File: src/rtl/wide_add_sequencer.sv
// wide_add_sequencer: steps one shared W-bit adder across WORDS slices (LSW first) to add N-bit operands.
// Optional build macro ADD_SEQ_SUB_EN adds a sub_i port that turns the operation into a - b.
module wide_add_sequencer #(
    parameter int W     = 32,
    parameter int WORDS = 2
) (
    input  logic                 clk,
    input  logic                 rst_n,
    input  logic                 start_i,
    input  logic [WORDS*W-1:0]   a_i,
    input  logic [WORDS*W-1:0]   b_i,
    input  logic                 cin_i,
`ifdef ADD_SEQ_SUB_EN
    input  logic                 sub_i,
`endif
    output logic                 busy_o,
    output logic                 done_o,
    output logic [WORDS*W-1:0]   sum_o,
    output logic                 cout_o,
    output logic                 ovf_o,
    output logic [W-1:0]         add_b1_o,
    output logic [W-1:0]         add_b2_o,
    output logic                 add_cin_o,
    input  logic [W-1:0]         add_q_i,
    input  logic                 add_cout_i
);
    localparam int N  = WORDS * W;
    localparam int IW = (WORDS > 1) ? $clog2(WORDS) : 1;

    typedef enum logic [1:0] {IDLE, RUN, DONE} state_t;

    state_t          state_q, state_d;
    logic [IW-1:0]   idx_q, idx_d;
    logic            carry_q, carry_d;
    logic [N-1:0]    a_q, a_d;
    logic [N-1:0]    b_q, b_d;
    logic            cin_q, cin_d;
    logic [N-1:0]    sum_q, sum_d;
    logic            cout_q, cout_d;
    logic            ovf_q, ovf_d;

    // State register; reset discards any operation in flight.
    always_ff @(posedge clk) begin
        if (!rst_n) begin
            state_q <= IDLE;
            idx_q   <= '0;
            carry_q <= 1'b0;
            a_q     <= '0;
            b_q     <= '0;
            cin_q   <= 1'b0;
            sum_q   <= '0;
            cout_q  <= 1'b0;
            ovf_q   <= 1'b0;
        end else begin
            state_q <= state_d;
            idx_q   <= idx_d;
            carry_q <= carry_d;
            a_q     <= a_d;
            b_q     <= b_d;
            cin_q   <= cin_d;
            sum_q   <= sum_d;
            cout_q  <= cout_d;
            ovf_q   <= ovf_d;
        end
    end

    // Next state: latch operands on start, then feed one slice per cycle with carry chained through carry_q.
    always_comb begin
        state_d   = state_q;
        idx_d     = idx_q;
        carry_d   = carry_q;
        a_d       = a_q;
        b_d       = b_q;
        cin_d     = cin_q;
        sum_d     = sum_q;
        cout_d    = cout_q;
        ovf_d     = ovf_q;
        add_b1_o  = '0;
        add_b2_o  = '0;
        add_cin_o = 1'b0;
        case (state_q)
            IDLE: begin
                if (start_i) begin
                    state_d = RUN;
                    idx_d   = '0;
                    a_d     = a_i;
`ifdef ADD_SEQ_SUB_EN
                    b_d     = sub_i ? ~b_i : b_i;
                    cin_d   = sub_i | cin_i;
`else
                    b_d     = b_i;
                    cin_d   = cin_i;
`endif
                end
            end
            RUN: begin
                add_b1_o  = a_q[int'(idx_q)*W +: W];
                add_b2_o  = b_q[int'(idx_q)*W +: W];
                add_cin_o = (idx_q == '0) ? cin_q : carry_q;
                sum_d[int'(idx_q)*W +: W] = add_q_i;
                carry_d   = add_cout_i;
                idx_d     = idx_q + 1'b1;
                if (idx_q == IW'(WORDS - 1)) begin
                    state_d = DONE;
                    idx_d   = '0;
                    cout_d  = add_cout_i;
                    ovf_d   = (a_q[N-1] == b_q[N-1]) && (add_q_i[W-1] != a_q[N-1]);
                end
            end
            DONE: state_d = IDLE;
            default: state_d = IDLE;
        endcase
    end

    assign busy_o = (state_q == RUN);
    assign done_o = (state_q == DONE);
    assign sum_o  = sum_q;
    assign cout_o = cout_q;
    assign ovf_o  = ovf_q;
endmodule

File: config.mk
export PLATFORM = sky130hd
export DESIGN_NAME = wide_add_sequencer
export DESIGN_NICKNAME = d
export VERILOG_FILES = /design/src/rtl/wide_add_sequencer.sv
export SDC_FILE = /design/constraint.sdc
export NUM_CORES = 1
export LEC_CHECK = 0
export CELL_PAD_IN_SITES_DETAIL_PLACEMENT = 1
export CELL_PAD_IN_SITES_GLOBAL_PLACEMENT = 2
export CORE_MARGIN = 2
export CORE_UTILIZATION = 25
export DETAILED_ROUTE_END_ITERATION = 10
export HOLD_SLACK_MARGIN = 0.06
export PLACE_DENSITY = 0.92
export SYNTH_ARGS = -nofsm -noshare
export SYNTH_HDL_FRONTEND = slang
export SYNTH_SLANG_ARGS = --single-unit
File: constraint.sdc
create_clock -name clk -period 1.6 [get_ports clk]
set_input_delay 0.16 -clock clk [delete_from_list [all_inputs] [get_ports clk]]
set_output_delay 0.16 -clock clk [all_outputs]
set_load 0.01 [all_outputs]
==> summary.txt <==
Floorplanning
  – IO Count: 298
  – Die Wd: 186 um
  – CORE AREA: 0.0326 sq mm
  – Die area: 0.0346 sq mm
  – Die H: 186 um
  – Rows: 66
  – Initial Util: 0.254

Timing
  – Fin crit period: 1.81 ns
  – Max-slew violations: 0
  – FMAX: 0.552 GHz
  – Final hold vios: 0
  – Max-slew headroom: 0.736
  – Setup violators final: 65
  – Worst Skew: 0.0134 ns
  – PnR worst setup slack: -0.211 ns
  – Final period utilization: 1.13
  – Least-Margin Pin Slew: 0.396 ns
  – RSZ-0062 raised after global routing: yes

Run status
  – Violated checks: negative setup slack
  – Status: finished, violations left

Yosys
  – Synth top area cells: dfxtp_1 (48%), nand2_1 (18%), a21boi_1 (10%), mux2i_1 (7.8%), a21boi_0 (7.8%)
  – Top-area cell type share of the netlist area: 0.481
  – Mapped Cells: 1014
  – #FFs+latches synth: 199
  – Cell taking the most area after synthesis: dfxtp_1
  – Post-Syn Area: 0.00829 sq mm
  – Synth cell types: 20
  – Average cell area after synthesis: 8.17 sq um
  – Synth top cells by count: nand2_1 (392), dfxtp_1 (199), a21boi_1 (110)
  – Count leader, synth: nand2_1
  – Asr flop ratio synth: 0
  – Post-Syn Nets: 1179
  – Post-synth EDFFs: 0
  – Sequential area share after synthesis: 0.481
  – Ys Warns: 0
  – Top FF cell, synth: dfxtp_1

Drt
  – Vias/cell: 4.42
  – Iteration-0 DRC Markers: 244
  – DRT Wirelength: 30300 um
  – First-pass iteration count of the detailed router: 4
  – DRC Markers: 0
  – Routed length per instance: 17.2 um
  – Remaining antenna violation count: 0
  – Via count: 7811

Final layout
  – Final Util: 0.398
  – Final non-filler cell total: 1766
  – Nets: 1475
  – Layout cells sized above 1: 0.149
  – Area growth syn-to-layout: 56.8%

Clock network
  – Total CTS buffers: 17
  – CTS clk-pin slew, worst paths: 0.08 ns
  – TritonCTS clock tree: built
  – H-tree depth: 4
  – Clk Latency, worst-skew pair: 0.44 ns
  – Hold Buf Count CTS: 0
  – Clk buf depth: 2
  – Clock Tree Root: clkbuf_16
  – Clock Sink Count: 199

Placed design
  – GP Congestion: 0.756
  – Port Buffers: 297
  – Placed insts: 1708
  – DPL Wire Length: 20300 um

Global routing
  – Largest net degree at the start of global routing: 81
  – Gr ovfl total: 0
  – GRT Util Overall: 0.172
  – Vias in the first global route: 8221
  – Initial antenna violation count: 0
  – Global-route wire length before repair: 45400 um

Worst setup path
  – R2R setup slack: 0.05 ns
  – CP Capture Type: output port
  – WS Path Type: reg -> out
  – CP max FO: 6
  – Worst EP arrival: 1.65 ns
  – Worst path required time: 1.44 ns
  – Critical Path Start Type: flop

Job
  – Max cap viols: 0

Worst hold path
  – Hold crit path type: in -> reg

Power and ir drop
  – Pleak: 4.84 nW
  – PD cells: 955 mW/mm^2
  – Maximum VDD drop: 0.000659 V
-- per-stage QoR --
step                      power (mW)  worst slack, ns  area [sq um]  hold slack (ns)  TNS (ns)
final                           12.4           -0.211         13000           0.0879     -7.86
after detailed placement        7.52          -0.0726         12000            0.446     -1.90
after floorplan                 6.37            0.234          8290            0.295         0
after CTS                       12.6           -0.244         12900           0.0760    -11.87
after global routing            13.0           -0.282         13000           0.0702    -13.43
after global placement          7.47          -0.0367         12000            0.440    -0.110
-- area by class of cell --
| type | instances | area (sq um) |
|---|---|---|
| Timing Repair Buffer | 358 | 3600 |
| Antenna cell | 1 | 2.50 |
| Tap cell | 442 | 553 |
| Clock buffer | 19 | 453 |
| Fill cell | 3762 | 19600 |
| Inverter | 1 | 3.75 |
| Multi-Input combinational cell | 733 | 4200 |
| Sequential cell | 199 | 3990 |
| Clock inverter | 13 | 191 |
-- power by group --
part / total (mW) / leakage, nW / switching (mW) / internal, mW
combinational: 2.20 / 2.89 / 1.01 / 1.19
sequential: 5.41 / 1.63 / 0.176 / 5.23
clock: 4.80 / 0.319 / 2.07 / 2.73
-- cells in the final DEF, fill, tap and decap left out, drive strengths merged --
master and n:
a21oi 3, a21boi 196, nor2b 1, o21ai 1, clkbuf 22, buf 124, or3b 2, inv 5
mux2i 65, diode 1, bufinv 4, and2 1, nor3b 2, clkdlybuf4s15 1, clkdlybuf4s50 229, nor2 66
nand3b 2, and3b 1, clkinv 5, nand2 392, dfxtp 199, bufbuf 1, nand2b 1
-- layer usage --
layer / global-route usage / part of all wire / up-vias / wire (um)
li1: - / - / 3871 / -
met1: 0.209 / 0.44 / 3739 / 13500
met2: 0.301 / 0.49 / 174 / 14900
met3: 0.0430 / 0.051 / 27 / 1550
met4: 0.0479 / 0.016 / 0 / 472
met5: 0 / 0 / - / 0
-- critical path: stages (launching register included) --
cell,delay (ns)
dfxtp_4,0.38
buf_12,0.11
buf_12,0.13
buf_12,0.15
mux2i_2,0.25
nor2_1,0.05
buf_2,0.14
-- worst paths after layout --
check | start | end | cells past startpoint
worst max-delay path | idx_q | add_b2_o[17] | 6
worst min-delay path | rst_n | sum_o[9] | 2
worst max register to register | idx_q | sum_o[13] | 6
worst min register to register | sum_o[24] | sum_o[24] | 2
-- registers in the layout (all words and copies together) (netlist names) --
name and count:
b_q 64, cout_o 1, idx_q 1, sum_o 64, ovf_o 1, carry_q 1
state_q 2, a_q 64, cin_q 1
-- what timing repair did --
| action | 4_1_cts | 5_1_grt |
|---|---|---|
| endpoints found under the setup margin | 68 | 144 |
| buffers inserted | 15 | 4 |
| gates cloned | 7 | 2 |
| pin swaps | 11 | 12 |
| resized for setup | 316 | 23 |
-- cells by family after synthesis --
kind of cell,share of synthesized area
simple gates,0.217
mux,0.0785
buf+inv,0.0439
compound gates,0.180
flops,0.481
(Power assumes the default switching activity.)
